==> config.mk <==
export PLATFORM = sky130hd
export DESIGN_NAME = controle_multiciclo
export DESIGN_NICKNAME = d
export VERILOG_FILES = /design/src/rtl/riscv_controle_pkg.sv /design/src/rtl/contador_timeout.sv /design/src/rtl/controle_multiciclo.sv
export SDC_FILE = /design/constraint.sdc
export NUM_CORES = 1
export LEC_CHECK = 0
export CELL_PAD_IN_SITES_DETAIL_PLACEMENT = 2
export CELL_PAD_IN_SITES_GLOBAL_PLACEMENT = 2
export CORE_ASPECT_RATIO = 2
export CORE_MARGIN = 4
export CORE_UTILIZATION = 29
export DETAILED_ROUTE_END_ITERATION = 6
export GPL_ROUTABILITY_DRIVEN = 0
export PLACE_DENSITY = 0.87
export SETUP_SLACK_MARGIN = 0.05
export SYNTH_ARGS = -nofsm -noshare
export SYNTH_HDL_FRONTEND = slang
export SYNTH_SLANG_ARGS = --single-unit
==> constraint.sdc <==
create_clock -name clk -period 2.5 [get_ports clk]
set_clock_uncertainty 0.1 [all_clocks]
set_input_delay 0.5 -clock clk [delete_from_list [all_inputs] [get_ports clk]]
set_output_delay 0.5 -clock clk [all_outputs]
set_load 0.05 [all_outputs]
==> src/rtl/riscv_controle_pkg.sv <==
`default_nettype none
//==============================================================================
// Package  : riscv_controle_pkg
// Brief    : Opcodes, state encoding and Moore output table of the multi-cycle
//            control unit. CONTROLE_JAL_EN adds the SALTO state (JAL/JALR).
// Revision : 1.0
//==============================================================================
package riscv_controle_pkg;

    localparam logic [6:0] c_OP_R      = 7'b0110011;
    localparam logic [6:0] c_OP_IMM    = 7'b0010011;
    localparam logic [6:0] c_OP_LOAD   = 7'b0000011;
    localparam logic [6:0] c_OP_STORE  = 7'b0100011;
    localparam logic [6:0] c_OP_BRANCH = 7'b1100011;
    localparam logic [6:0] c_OP_JAL    = 7'b1101111;
    localparam logic [6:0] c_OP_JALR   = 7'b1100111;

    localparam logic [1:0] c_ULAB_RS2    = 2'b00;
    localparam logic [1:0] c_ULAB_QUATRO = 2'b01;
    localparam logic [1:0] c_ULAB_IMED   = 2'b10;

    localparam logic [1:0] c_ULAOP_SOMA  = 2'b00;
    localparam logic [1:0] c_ULAOP_SUB   = 2'b01;
    localparam logic [1:0] c_ULAOP_FUNCT = 2'b10;

    typedef enum logic [3:0] {
        BUSCA       = 4'd0,
        DECODIFICA  = 4'd1,
        EXEC_R      = 4'd2,
        EXEC_I      = 4'd3,
        ESCRITA_ULA = 4'd4,
        CALC_END    = 4'd5,
        MEM_LE      = 4'd6,
        MEM_ESCREVE = 4'd7,
        ESCRITA_MEM = 4'd8,
        DESVIO      = 4'd9,
        ILEGAL      = 4'd10
`ifdef CONTROLE_JAL_EN
        ,
        SALTO       = 4'd11
`endif
    } estado_t;

    typedef struct packed {
        logic       escrevePC;
        logic       escreveReg;
        logic       leMem;
        logic       escreveMem;
        logic       desvio;
        logic       memParaReg;
        logic       iouD;
        logic       fonteA;
        logic [1:0] fonteB;
        logic [1:0] opULA;
        logic       erro;
`ifdef CONTROLE_JAL_EN
        logic       fonteReg;
`endif
    } saidas_t;

    function automatic estado_t decodifica(input logic [6:0] op);
        estado_t e;
        case (op)
            c_OP_R:      e = EXEC_R;
            c_OP_IMM:    e = EXEC_I;
            c_OP_LOAD:   e = CALC_END;
            c_OP_STORE:  e = CALC_END;
            c_OP_BRANCH: e = DESVIO;
`ifdef CONTROLE_JAL_EN
            c_OP_JAL:    e = SALTO;
            c_OP_JALR:   e = SALTO;
`endif
            default:     e = ILEGAL;
        endcase
        return e;
    endfunction

    // Moore outputs only; the fetch-time IR/PC write and the JALR operand
    // select depend on inputs and are resolved in the top.
    function automatic saidas_t saidasMoore(input estado_t e);
        saidas_t s;
        s = '0;
        case (e)
            BUSCA: begin
                s.leMem  = 1'b1;
                s.fonteB = c_ULAB_QUATRO;
            end
            DECODIFICA: s.fonteB = c_ULAB_IMED;
            EXEC_R: begin
                s.fonteA = 1'b1;
                s.fonteB = c_ULAB_RS2;
                s.opULA  = c_ULAOP_FUNCT;
            end
            EXEC_I: begin
                s.fonteA = 1'b1;
                s.fonteB = c_ULAB_IMED;
                s.opULA  = c_ULAOP_FUNCT;
            end
            ESCRITA_ULA: s.escreveReg = 1'b1;
            CALC_END: begin
                s.fonteA = 1'b1;
                s.fonteB = c_ULAB_IMED;
                s.opULA  = c_ULAOP_SOMA;
            end
            MEM_LE: begin
                s.leMem = 1'b1;
                s.iouD  = 1'b1;
            end
            MEM_ESCREVE: begin
                s.escreveMem = 1'b1;
                s.iouD       = 1'b1;
            end
            ESCRITA_MEM: begin
                s.escreveReg = 1'b1;
                s.memParaReg = 1'b1;
            end
            DESVIO: begin
                s.fonteA = 1'b1;
                s.fonteB = c_ULAB_RS2;
                s.opULA  = c_ULAOP_SUB;
                s.desvio = 1'b1;
            end
            ILEGAL: s.erro = 1'b1;
`ifdef CONTROLE_JAL_EN
            SALTO: begin
                s.escreveReg = 1'b1;
                s.escrevePC  = 1'b1;
                s.fonteB     = c_ULAB_IMED;
                s.opULA      = c_ULAOP_SOMA;
                s.fonteReg   = 1'b1;
            end
`endif
            default: s = '0;
        endcase
        return s;
    endfunction

endpackage
`default_nettype wire

==> src/rtl/contador_timeout.sv <==
`default_nettype none
//==============================================================================
// Module   : contador_timeout
// Brief    : Wait-cycle counter; expirou flags the last allowed wait cycle.
// Revision : 1.0
//==============================================================================
module contador_timeout #(
    parameter int TIMEOUT_CICLOS = 16
) (
    input  logic clk,
    input  logic limpa,
    input  logic habilita,
    output logic expirou
);

    localparam int               c_W      = $clog2(TIMEOUT_CICLOS + 1);
    localparam logic [c_W-1:0]   c_LIMITE = c_W'(TIMEOUT_CICLOS - 1);

    logic [c_W-1:0] r_conta;

    always_ff @(posedge clk) begin
        if (limpa) begin
            r_conta <= '0;
        end else if (habilita && !expirou) begin
            r_conta <= r_conta + 1'b1;
        end
    end

    // Count equals cycles already spent waiting, so this is the Nth wait cycle.
    assign expirou = (r_conta >= c_LIMITE);

endmodule
`default_nettype wire

==> src/rtl/controle_multiciclo.sv <==
`default_nettype none
//==============================================================================
// Module   : controle_multiciclo
// Brief    : Multi-cycle RISC-V control FSM with memory handshake and timeout.
//            CONTROLE_JAL_EN enables JAL/JALR (SALTO state, FonteReg output).
// Revision : 1.0
//==============================================================================
module controle_multiciclo
    import riscv_controle_pkg::*;
#(
    parameter int OPCODE_W       = 7,
    parameter int ULAOP_W        = 2,
    parameter int TIMEOUT_CICLOS = 16
) (
    input  logic                clk,
    input  logic                rst_n,
    input  logic [OPCODE_W-1:0] CodigoDaOperacao,
    input  logic                MemPronto,
    output logic                EscrevePC,
    output logic                EscreveIR,
    output logic                EscreveRegistrador,
    output logic                LeMemoria,
    output logic                EscreveMemoria,
    output logic                Desvio,
    output logic                MemParaReg,
    output logic                IouD,
    output logic                FonteULA_A,
    output logic [1:0]          FonteULA_B,
    output logic [ULAOP_W-1:0]  OperacaoULA,
    output logic                Erro,
`ifdef CONTROLE_JAL_EN
    output logic                FonteReg,
`endif
    output logic [3:0]          Estado
);

    estado_t  r_estado;
    estado_t  w_prox;
    saidas_t  r_saidas;
    saidas_t  w_moore;
    saidas_t  w_s;
    logic     w_espera;
    logic     w_limpa;
    logic     w_expirou;
    logic     w_buscaPronta;
    logic [6:0] w_opcode;

    assign w_opcode = 7'(CodigoDaOperacao);
    assign w_espera = (r_estado == BUSCA) || (r_estado == MEM_LE) || (r_estado == MEM_ESCREVE);
    assign w_limpa  = !rst_n || (w_prox != r_estado);

    contador_timeout #(
        .TIMEOUT_CICLOS(TIMEOUT_CICLOS)
    ) u_contador (
        .clk     (clk),
        .limpa   (w_limpa),
        .habilita(w_espera),
        .expirou (w_expirou)
    );

    always_comb begin
        w_prox = r_estado;
        case (r_estado)
            BUSCA: begin
                if (MemPronto)      w_prox = DECODIFICA;
                else if (w_expirou) w_prox = ILEGAL;
            end
            DECODIFICA:  w_prox = decodifica(w_opcode);
            EXEC_R:      w_prox = ESCRITA_ULA;
            EXEC_I:      w_prox = ESCRITA_ULA;
            CALC_END:    w_prox = (w_opcode == c_OP_LOAD) ? MEM_LE : MEM_ESCREVE;
            MEM_LE: begin
                if (MemPronto)      w_prox = ESCRITA_MEM;
                else if (w_expirou) w_prox = ILEGAL;
            end
            MEM_ESCREVE: begin
                if (MemPronto)      w_prox = BUSCA;
                else if (w_expirou) w_prox = ILEGAL;
            end
            default:     w_prox = BUSCA;
        endcase
    end

    // Outputs are registered from the next state, so they line up with r_estado.
    always_comb begin
        w_moore = saidasMoore(w_prox);
`ifdef CONTROLE_JAL_EN
        if (w_prox == SALTO) begin
            w_moore.fonteA = (w_opcode == c_OP_JALR);
        end
`endif
    end

    always_ff @(posedge clk) begin
        if (!rst_n) begin
            r_estado <= BUSCA;
            r_saidas <= saidasMoore(BUSCA);
        end else begin
            r_estado <= w_prox;
            r_saidas <= w_moore;
        end
    end

    // Reset holds the datapath at fetch operand selects with every strobe off.
    always_comb begin
        w_s = r_saidas;
        if (!rst_n) begin
            w_s        = '0;
            w_s.fonteB = c_ULAB_QUATRO;
        end
    end

    assign w_buscaPronta      = rst_n && (r_estado == BUSCA) && MemPronto;

    assign EscrevePC          = w_s.escrevePC | w_buscaPronta;
    assign EscreveIR          = w_buscaPronta;
    assign EscreveRegistrador = w_s.escreveReg;
    assign LeMemoria          = w_s.leMem;
    assign EscreveMemoria     = w_s.escreveMem;
    assign Desvio             = w_s.desvio;
    assign MemParaReg         = w_s.memParaReg;
    assign IouD               = w_s.iouD;
    assign FonteULA_A         = w_s.fonteA;
    assign FonteULA_B         = w_s.fonteB;
    assign OperacaoULA        = ULAOP_W'(w_s.opULA);
    assign Erro               = w_s.erro;
`ifdef CONTROLE_JAL_EN
    assign FonteReg           = w_s.fonteReg;
`endif
    assign Estado             = rst_n ? r_estado : BUSCA;

endmodule
`default_nettype wire

=== Word level (Yosys, flattened, before mapping) ===
Index checks and enable logic that the tools add are counted.

* Input bits: 10
* Output and inout port bits: 18
* Logic and storage cells: 75
* Flip-flop bits (word level): 22

* Multiplexer cells: 19
* Order comparisons: 1
* Bitwise gates (word level): 1
* Eq/ne operators: 22
* $add $sub $neg: 1
* Reductions and logical operators: 18

{| class="wikitable"
|+ Operators with widths
! operator !! number
|-
| $eq 4x3->1 const B || 7
|-
| $pmux 4 s6 || 1
|-
| $mux 4 || 5
|-
| $eq 4x2->1 const B || 4
|-
| $pmux 4 s4 || 1
|-
| $eq 7x6->1 const B || 2
|-
| $mux 13 || 1
|-
| $eq 4x4->1 const B || 3
|-
| $reduce_or 2->1 || 6
|-
| $mux 1 || 9
|-
| $eq 4x1->1 const B || 2
|-
| $logic_not 4->1 || 2
|-
| $pmux 2 s2 || 2
|-
| $eq 7x2->1 const B || 1
|-
| $eq 7x5->1 const B || 1
|-
| $eq 7x7->1 const B || 1
|-
| $add 5x1->5 const B || 1
|-
| $ge 5x4->1 const B || 1
|-
| $ne 4x4->1 || 1
|-
| $reduce_or 4->1 || 1
|-
| $logic_and 1x1->1 || 3
|-
| $logic_or 1x1->1 || 3
|-
| $reduce_or 3->1 || 1
|-
| $logic_not 1->1 || 2
|-
| $or 1x1->1 || 1
|}

=== Logic depth before layout (Yosys ltp) ===
Gate-level depths: netlist of run 1.

* Word-level depth: 7
* Mapped depth: 8
* Depth with buffers taken out: 8

=== Hierarchy ===
Synthesis of run 1 repeated with hierarchy kept, for this count alone.

* Cell total of the unflattened synthesis: 149
* Area total of the unflattened synthesis: 1292.5 sq um

{| class="wikitable"
|+ By module, submodules not included
! module !! instances !! area each (sq um) !! seq. area each (sq um) !! cells an instance
|-
| controle_multiciclo || 1 || 1009.7 || 300.3 || 120
|-
| contador_timeout || 1 || 282.8 || 100.1 || 29
|}

=== Least setup slack after synthesis of run 1 ===
OpenSTA, ideal clock, no wires.

* Path type: reg-to-output
* Start: register r_estado[2]
* End: output EscrevePC
* Buffers on the path: 2
* Setup slack: -168 ps
* Data arrival time: 2068 ps
* Cell stages (with the launch flop): 5
* Data required time: 1900 ps
* Path through: dfxtp_1 > buf_6 > or4b_4 > nor2_1 > buf_4

* Word-level cells in the longest chain between the ends: 4

{| class="wikitable"
|+ RTL lines
! element !! RTL line !! text
|-
| start, declared || controle_multiciclo.sv:37 || <nowiki>estado_t r_estado;</nowiki>
|-
| start signal, assigned || controle_multiciclo.sv:99 || <nowiki>r_estado <= w_prox;</nowiki>
|-
| $logic_not 4->1 || controle_multiciclo.sv:113 || <nowiki>assign w_buscaPronta = rst_n && (r_estado == BUSCA) && MemPronto;</nowiki>
|-
| $logic_and 1x1->1 (2 in a row) || controle_multiciclo.sv:113 ||
|-
| named net EscreveIR || controle_multiciclo.sv:20 || <nowiki>output logic EscreveIR,</nowiki>
|-
| $or 1x1->1 || controle_multiciclo.sv:115 || <nowiki>assign EscrevePC = w_s.escrevePC | w_buscaPronta;</nowiki>
|-
| end, declared || controle_multiciclo.sv:19 || <nowiki>output logic EscrevePC,</nowiki>
|}

The timed path passes the listed nets, and every way through them passes these cells.

=== Worst setup path after layout of run 1 ===
* Start: register u_contador.r_conta[0]
* End: register u_contador.r_conta[2]

* Word-level cells in the longest chain between the ends: 6
* Elaborated cells on any way between the ends: 11
* Classes of those cells: 1 x add/sub; 1 x order compare; 1 x eq/ne; 5 x mux; 3 x reduce/logical

{| class="wikitable"
|+ RTL lines
! element !! RTL line !! text
|-
| start, declared || contador_timeout.sv:19 || <nowiki>logic [c_W-1:0] r_conta;</nowiki>
|-
| start signal, assigned || contador_timeout.sv:25 || <nowiki>r_conta <= r_conta + 1'b1;</nowiki>
|-
| $ge 5x4->1 || contador_timeout.sv:30 || <nowiki>assign expirou = (r_conta >= c_LIMITE);</nowiki>
|-
| $mux 4 || controle_multiciclo.sv:66, controle_multiciclo.sv:74, controle_multiciclo.sv:78 ||
|-
| $mux 4, on equally long branches || controle_multiciclo.sv:77, controle_multiciclo.sv:65, controle_multiciclo.sv:73 ||
|-
| $pmux 4 s6 || controle_multiciclo.sv:63 || <nowiki>case (r_estado)</nowiki>
|-
| $ne 4x4->1 || controle_multiciclo.sv:50 || <nowiki>assign w_limpa = !rst_n || (w_prox != r_estado);</nowiki>
|-
| $logic_or 1x1->1 || controle_multiciclo.sv:50 ||
|}

Several ways; a longest one is shown, not always the timed one.
A chain may end at the register's enable or synchronous reset.

==> qor.txt, run 1 <==
result of the run: complete, no violations
Critical Path Fanout Max: 6
final cell utilization of the core: 0.467
data required time at the worst endpoint: 2.60 ns
most frequent cell on the critical path: sky130_fd_sc_hd__ha_1
startpoint type of the worst setup path: flip-flop
number of I/O pins: 28
DP Cell Count: 219
largest incremental delay on the critical path: 0.48 ns
startpoint-to-endpoint class of the critical path: reg -> reg
post-synth net total: 148
cell count after synthesis: 136
Hold Path Stages: 2
cell types with the largest area share after synthesis: sky130_fd_sc_hd__dfxtp_1 34%, sky130_fd_sc_hd__and2_1 8.2%, sky130_fd_sc_hd__nor3_1 4.5%, sky130_fd_sc_hd__nand2_1 2.4%, sky130_fd_sc_hd__nor2_1 2.4%
slew margin rel.: 0.613
clock buffer depth: 2
Synthesis Warnings: 0
Pwr Density: 471 mW/mm^2
endpoint of the worst hold-timing path: u_contador.r_conta[4]$_SDFFE_PP0P_
Worst R2R Start: u_contador.r_conta[0]$_SDFFE_PP0P_
IR drop worst, VDD: 0.000321 V
commonest cells after routing, fill and taps aside: 20 x sky130_fd_sc_hd__dfxtp_1, 18 x sky130_fd_sc_hd__buf_12, 16 x sky130_fd_sc_hd__and2_1, 11 x sky130_fd_sc_hd__buf_4
wire length of the first global-routing pass: 7180 um
slew of the pin with the lowest slew margin: 0.579 ns
total half-perimeter wirelength after legalization and detailed placement: 3700 um
worst hold path startpoint: u_contador.r_conta[4]$_SDFFE_PP0P_
post-synthesis cell area: 0.00123 sq mm
synth-to-layout area growth: 55.5%
worst skew pair latency: 0.27 ns
cts bufs inserted: 3
master of the slowest instance on the critical path: sky130_fd_sc_hd__or4_4
final count of negative-setup-slack endpoints: 0
arrival time at the worst endpoint: 2.49 ns
time the final worst path needs with I/O delays and setup: 2.39 ns
DRC errors left: 0
via count of the first global-routing pass: 1,334
Horiz. Die Dim: 54 um
sequential share of the synthesized area: 0.343
number of pins with negative max-slew slack in the final report: 0
slack of the worst reg-to-reg path: 0.11 ns
total overflow reported by the global router: 0
worst r2r dst: u_contador.r_conta[2]$_SDFFE_PP0P_
Max Cap Violations: 0
number of synthesized flops with an enable pin: 0
floorplan die area: 0.00540 sq mm
port buffer count: 27
Pre-antenna DRT Iters: 3
min-delay worst type: reg -> reg
maximum number of pins on one net before global-route repair: 16
number of cells on the worst reg-to-reg path: 8
number of library cell types mapped by synthesis: 52
number of endpoints with negative hold slack in the final report: 0
CTS tree: built
detail-routed net length per standard cell: 20.7 um
buffer cell driving the clock tree root: sky130_fd_sc_hd__clkbuf_8
leak pwr: 0.000732 uW
Crit. End Element: flip-flop
number of cell rows: 33
clock sink count: 21
async set or reset register ratio after synthesis: 0
fraction of layout cells with a size suffix above 1: 0.357
fraction of post-synthesis cell area in the top cell type by area: 0.343
leading area contributor after synthesis: sky130_fd_sc_hd__dfxtp_1
DRC marker count from the first detailed-route iteration: 11
most frequent standard cell in the layout excluding fill and tap cells: sky130_fd_sc_hd__dfxtp_1
crit path cell chain: ha_1 -> and3_1 -> ha_1 -> or2_4 -> or4_4 -> o211ai_2 -> nand4bb_4 -> nor3_2
post-CTS clock slew at the launch and capture registers of the worst setup and hold paths: 0.08 ns
Core Footprint: 0.00409 sq mm
Max Clk Rate: 418 MHz
mean area per synthesized cell: 9.03 sq um
initial antenna violation count: 0
Setup TNS Final: 0 ns
top_reg_cell synth: sky130_fd_sc_hd__dfxtp_1
DIE HEIGHT: 100 um
starting utilization of the core area: 0.300
antenna fix cells: 0
register bit count reported by yosys: 21
final period utilization: 0.957
number of vias per cell: 5.46
GRT Overall Usage: 0.183
unrepaired setup endpoints after global routing: false
final standard cell count with taps included and fillers excluded: 223
Setup Buffers After CTS: 0
total vias in the final route: 1,218
Final #Nets: 184
hold-fix buffers at CTS: 0
number of nets with antenna violations after detailed routing: 0
maximum level of the CTS H-tree: 1
total routed wirelength: 4610 um
-- registers in the layout, summed over array words and instances, names as in the netlist --
signal,flops
r_estado,4
r_saidas,12
u_contador.r_conta,5
-- per-layer routing --
layer / wire length, um / GRT usage
met1: 1490 / 0.179
met2: 2790 / 0.352
met3: 133 / 0.0178
met4: 203 / 0.0902
met5: 0 / 0
-- cell usage after synthesis (3+ instances only) --
cell type	n
sky130_fd_sc_hd__dfxtp_1	21
sky130_fd_sc_hd__and2_1	16
sky130_fd_sc_hd__nor3_1	11
sky130_fd_sc_hd__nand2_1	8
sky130_fd_sc_hd__nor2_1	8
sky130_fd_sc_hd__inv_1	6
sky130_fd_sc_hd__nand2b_1	4
sky130_fd_sc_hd__a21oi_1	3
sky130_fd_sc_hd__buf_2	3
sky130_fd_sc_hd__o21ai_0	3
sky130_fd_sc_hd__o31ai_1	3
-- stage by stage --
| stage | hold WS (ns) | area [sq um] | power (uW) | setup slack (ns) |
|---|---|---|---|---|
| 2_1_floorplan | 0.396 | 1230 | 525 | 0.0937 |
| 3_3_place_gp | 0.421 | 1790 | 635 | -0.0367 |
| 3_5_place_dp | 0.435 | 1790 | 656 | -0.143 |
| 4_1_cts | 0.450 | 1860 | 892 | 0.0461 |
| 5_1_grt | 0.517 | 1910 | 933 | 0.0446 |
| 6_report | 0.493 | 1910 | 899 | 0.107 |
-- final cells by class --
| type | instances | area [sq um] |
|---|---|---|
| fillers | 413 | 2180 |
| flip-flops and latches | 21 | 422 |
| clock buffers | 3 | 41.3 |
| clock inverters | 1 | 5.00 |
| multi-input cells | 102 | 821 |
| inverters | 6 | 22.5 |
| well taps | 52 | 65.1 |
| repair buffers | 38 | 532 |
-- critical path, delay by kind of cell, from the launching register on --
| kind | cells | cell delay (ns) |
|---|---|---|
| and+or+nand+nor | 5 | 1.34 |
| adders and majority gates | 2 | 0.39 |
| AOI/OAI and AO/OA | 1 | 0.14 |
| DFF | 1 | 0.35 |
-- kinds of logic (layout without fill, tap and decap cells) --
logic type                 Yosys count  count (layout)  synth area share
AOI/OAI and AO/OA                   25              25             0.183
and+or+nand+nor                     72              72             0.379
buffers and inverters               13              48            0.0520
muxes                                1               1           0.00816
adders and majority gates            2               2            0.0204
DFF                                 21              21             0.343
xor gates and xnor gates             2               2            0.0143
-- power breakdown --
part	internal [uW]	total [uW]	switching [uW]
clock	112	234	123
sequential	352	369	16.4
combinational	133	296	163
total	597	899	302
-- worst max path at each step --
stage,from,end,slack [ns],depth (start not counted)
after floorplan,r_estado[2]$_SDFF_PN0_,EscrevePC,0.09,4
after global placement,MemPronto,EscrevePC,-0.04,4
after detailed placement,MemPronto,r_saidas[11]$_SDFF_PN0_,-0.14,7
after CTS,u_contador.r_conta[0]$_SDFFE_PP0P_,r_saidas[5]$_SDFF_PN0_,0.05,8
after global routing,u_contador.r_conta[1]$_SDFFE_PP0P_,u_contador.r_conta[2]$_SDFFE_PP0P_,0.04,8
final,u_contador.r_conta[0]$_SDFFE_PP0P_,u_contador.r_conta[2]$_SDFFE_PP0P_,0.11,8
-- timing repair --
action	in CTS	in global routing
endpoints found under the setup margin	13	14
gates resized for setup	6	9
pin swaps	4	4
No activity file was read; power rests on OpenSTA's default activity.
==> run 2: changes to the inputs <==
--- a/config.mk
+++ b/config.mk
@@ -9,11 +9,12 @@
 export CELL_PAD_IN_SITES_GLOBAL_PLACEMENT = 2
 export CORE_ASPECT_RATIO = 2
 export CORE_MARGIN = 4
-export CORE_UTILIZATION = 29
+export CORE_UTILIZATION = 26
 export DETAILED_ROUTE_END_ITERATION = 6
 export GPL_ROUTABILITY_DRIVEN = 0
-export PLACE_DENSITY = 0.87
+export PLACE_DENSITY = 0.83
 export SETUP_SLACK_MARGIN = 0.05
+export SKIP_LAST_GASP = 1
 export SYNTH_ARGS = -nofsm -noshare
 export SYNTH_HDL_FRONTEND = slang
 export SYNTH_SLANG_ARGS = --single-unit
==> constraint.sdc (replaced) <==
create_clock -name clk -period 2.1 [get_ports clk]
set_clock_uncertainty 0.1 [all_clocks]
set_input_delay 0.42 -clock clk [delete_from_list [all_inputs] [get_ports clk]]
set_output_delay 0.42 -clock clk [all_outputs]
set_load 0.05 [all_outputs]
==> qor.txt, run 2 (synthesized netlist as in run 1, its figures left out) <==
CTS tree: built
number of pins with negative max-slew slack in the final report: 0
buffer cell driving the clock tree root: sky130_fd_sc_hd__clkbuf_8
wire length of the first global-routing pass: 8160 um
total half-perimeter wirelength after legalization and detailed placement: 3990 um
Horiz. Die Dim: 56.6 um
final count of negative-setup-slack endpoints: 19
Most flops, register: r_saidas
hold-fix buffers at CTS: 0
cts bufs inserted: 3
Pwr Density: 504 mW/mm^2
min-delay worst type: in -> reg
switching part of the total: 0.329
IR drop worst, VDD: 0.000451 V
most frequent standard cell in the layout excluding fill and tap cells: sky130_fd_sc_hd__buf_4
post-CTS clock slew at the launch and capture registers of the worst setup and hold paths: 0.08 ns
total routed wirelength: 5450 um
initial antenna violation count: 0
DRC errors left: 0
number of endpoints with negative hold slack in the final report: 0
arrival time at the worst endpoint: 2.30 ns
maximum level of the CTS H-tree: 1
slew margin rel.: 0.753
Critical Path Fanout Max: 6
net switching power figure: 370 uW
Overall Power: 1120 uW
GRT Overall Usage: 0.180
number of nets with antenna violations after detailed routing: 0
Worst Setup Slack, final: -0.158 ns
Pre-antenna DRT Iters: 4
total overflow reported by the global router: 0
Max Cap Violations: 0
Final #Nets: 208
violated checks: setup timing
Max Clk Rate: 443 MHz
via count of the first global-routing pass: 1,437
DIE HEIGHT: 105 um
floorplan die area: 0.00595 sq mm
synth-to-layout area growth: 81.9%
unrepaired setup endpoints after global routing: true
final period utilization: 1.08
Core Footprint: 0.00460 sq mm
combinational group share of total power: 0.378
fraction of power consumed by sequential logic: 0.386
starting utilization of the core area: 0.267
number of vias per cell: 5.16
portion of total power attributed to the clock network: 0.236
worst skew pair latency: 0.26 ns
DRC marker count from the first detailed-route iteration: 23
data required time at the worst endpoint: 2.14 ns
antenna fix cells: 0
Crit. End Element: flip-flop
clock sink count: 21
fraction of layout cells with a size suffix above 1: 0.528
total vias in the final route: 1,290
largest registers: r_saidas x12, u_contador.r_conta x5, r_estado x4
maximum number of pins on one net before global-route repair: 18
number of I/O pins: 28
max reg flops: 12
cell internal pwr: 754 uW
startpoint type of the worst setup path: flip-flop
clock buffer depth: 2
port buffer count: 27
leak pwr: 0.000884 uW
time the final worst path needs with I/O delays and setup: 2.26 ns
Worst Hold Margin: 0.497 ns
slew of the pin with the lowest slew margin: 0.366 ns
detail-routed net length per standard cell: 21.8 um
number of cell rows: 35
startpoint-to-endpoint class of the critical path: reg -> reg
result of the run: complete, but fails checks
commonest cells after routing, fill and taps aside: 32 x sky130_fd_sc_hd__buf_4, 19 x sky130_fd_sc_hd__buf_12, 17 x sky130_fd_sc_hd__dfxtp_1, 16 x sky130_fd_sc_hd__and2_1, 8 x sky130_fd_sc_hd__nor3_2
## run 2: cell count changes in the layout (fill, tap and decap cells not counted), sizes merged
| cell | previous run | this run |
|---|---|---|
| clkinv | 1 | 0 |
| clkbuf | 3 | 4 |
| clkdlybuf4s50 | 8 | 7 |
| buf | 29 | 53 |
| dlymetal6s2s | 0 | 1 |
## run 2: area by class of cell
cell class	instances	area, sq um
sequential	21	428
inverter	6	22.5
timing repair buffer	62	734
tap	55	68.8
fill	475	2370
clock buffer	4	45.0
multi-input combinational	102	933
## run 2: worst max-delay path, cell delays in order (launching register included)
cell                       delay, ns
sky130_fd_sc_hd__dfxtp_2        0.34
sky130_fd_sc_hd__ha_4           0.16
sky130_fd_sc_hd__and3_4         0.17
sky130_fd_sc_hd__ha_4           0.14
sky130_fd_sc_hd__or2_4          0.29
sky130_fd_sc_hd__or4_4          0.49
sky130_fd_sc_hd__o31ai_4        0.12
sky130_fd_sc_hd__or2_4          0.22
sky130_fd_sc_hd__o311ai_1       0.10
## run 2: final timing paths
path / from / endpoint / slack [ns] / depth (start not counted)
max: u_contador.r_conta[1]$_SDFFE_PP0P_ / r_saidas[10]$_SDFF_PN1_ / -0.16 / 8
min: rst_n / r_saidas[10]$_SDFF_PN1_ / 0.50 / 3
max reg2reg: u_contador.r_conta[1]$_SDFFE_PP0P_ / r_saidas[10]$_SDFF_PN1_ / -0.16 / 8
min reg2reg: u_contador.r_conta[3]$_SDFFE_PP0P_ / u_contador.r_conta[3]$_SDFFE_PP0P_ / 0.50 / 2
## run 2: layer usage
layer  track usage  up-vias  part of all wire
li1              -      605                 -
met1         0.157      630              0.31
met2         0.393       37              0.62
met3        0.0185       18             0.025
met4        0.0492        0             0.040
met5             0        -                 0
## run 2: repair_timing
item                       4_1_cts  5_1_grt
hold endpoints to repair         0        0
gates resized for setup         23       13
buffers inserted                 3        2
setup endpoints to repair       23       29
pin swaps                        6        5
## run 2: power by group through the flow
stage	logic, uW	clock network [uW]	registers [uW]
final	425	266	434
after global routing	448	293	436
after CTS	400	266	433
after detailed placement	372	0	442
after global placement	350	0	440
after floorplan	195	0	436
## run 2: through the flow
step	util	area [sq um]	TNS [ns]	setup WS [ns]	cells
floorplan	-	1280	-0.0443	-0.0310	136
global placement	0.433	1990	-4.04	-0.269	241
detailed placement	0.433	1990	-6.49	-0.392	241
CTS	0.470	2160	-1.77	-0.165	248
global route	0.485	2230	-3.01	-0.221	250
finish	0.485	2230	-1.61	-0.158	250
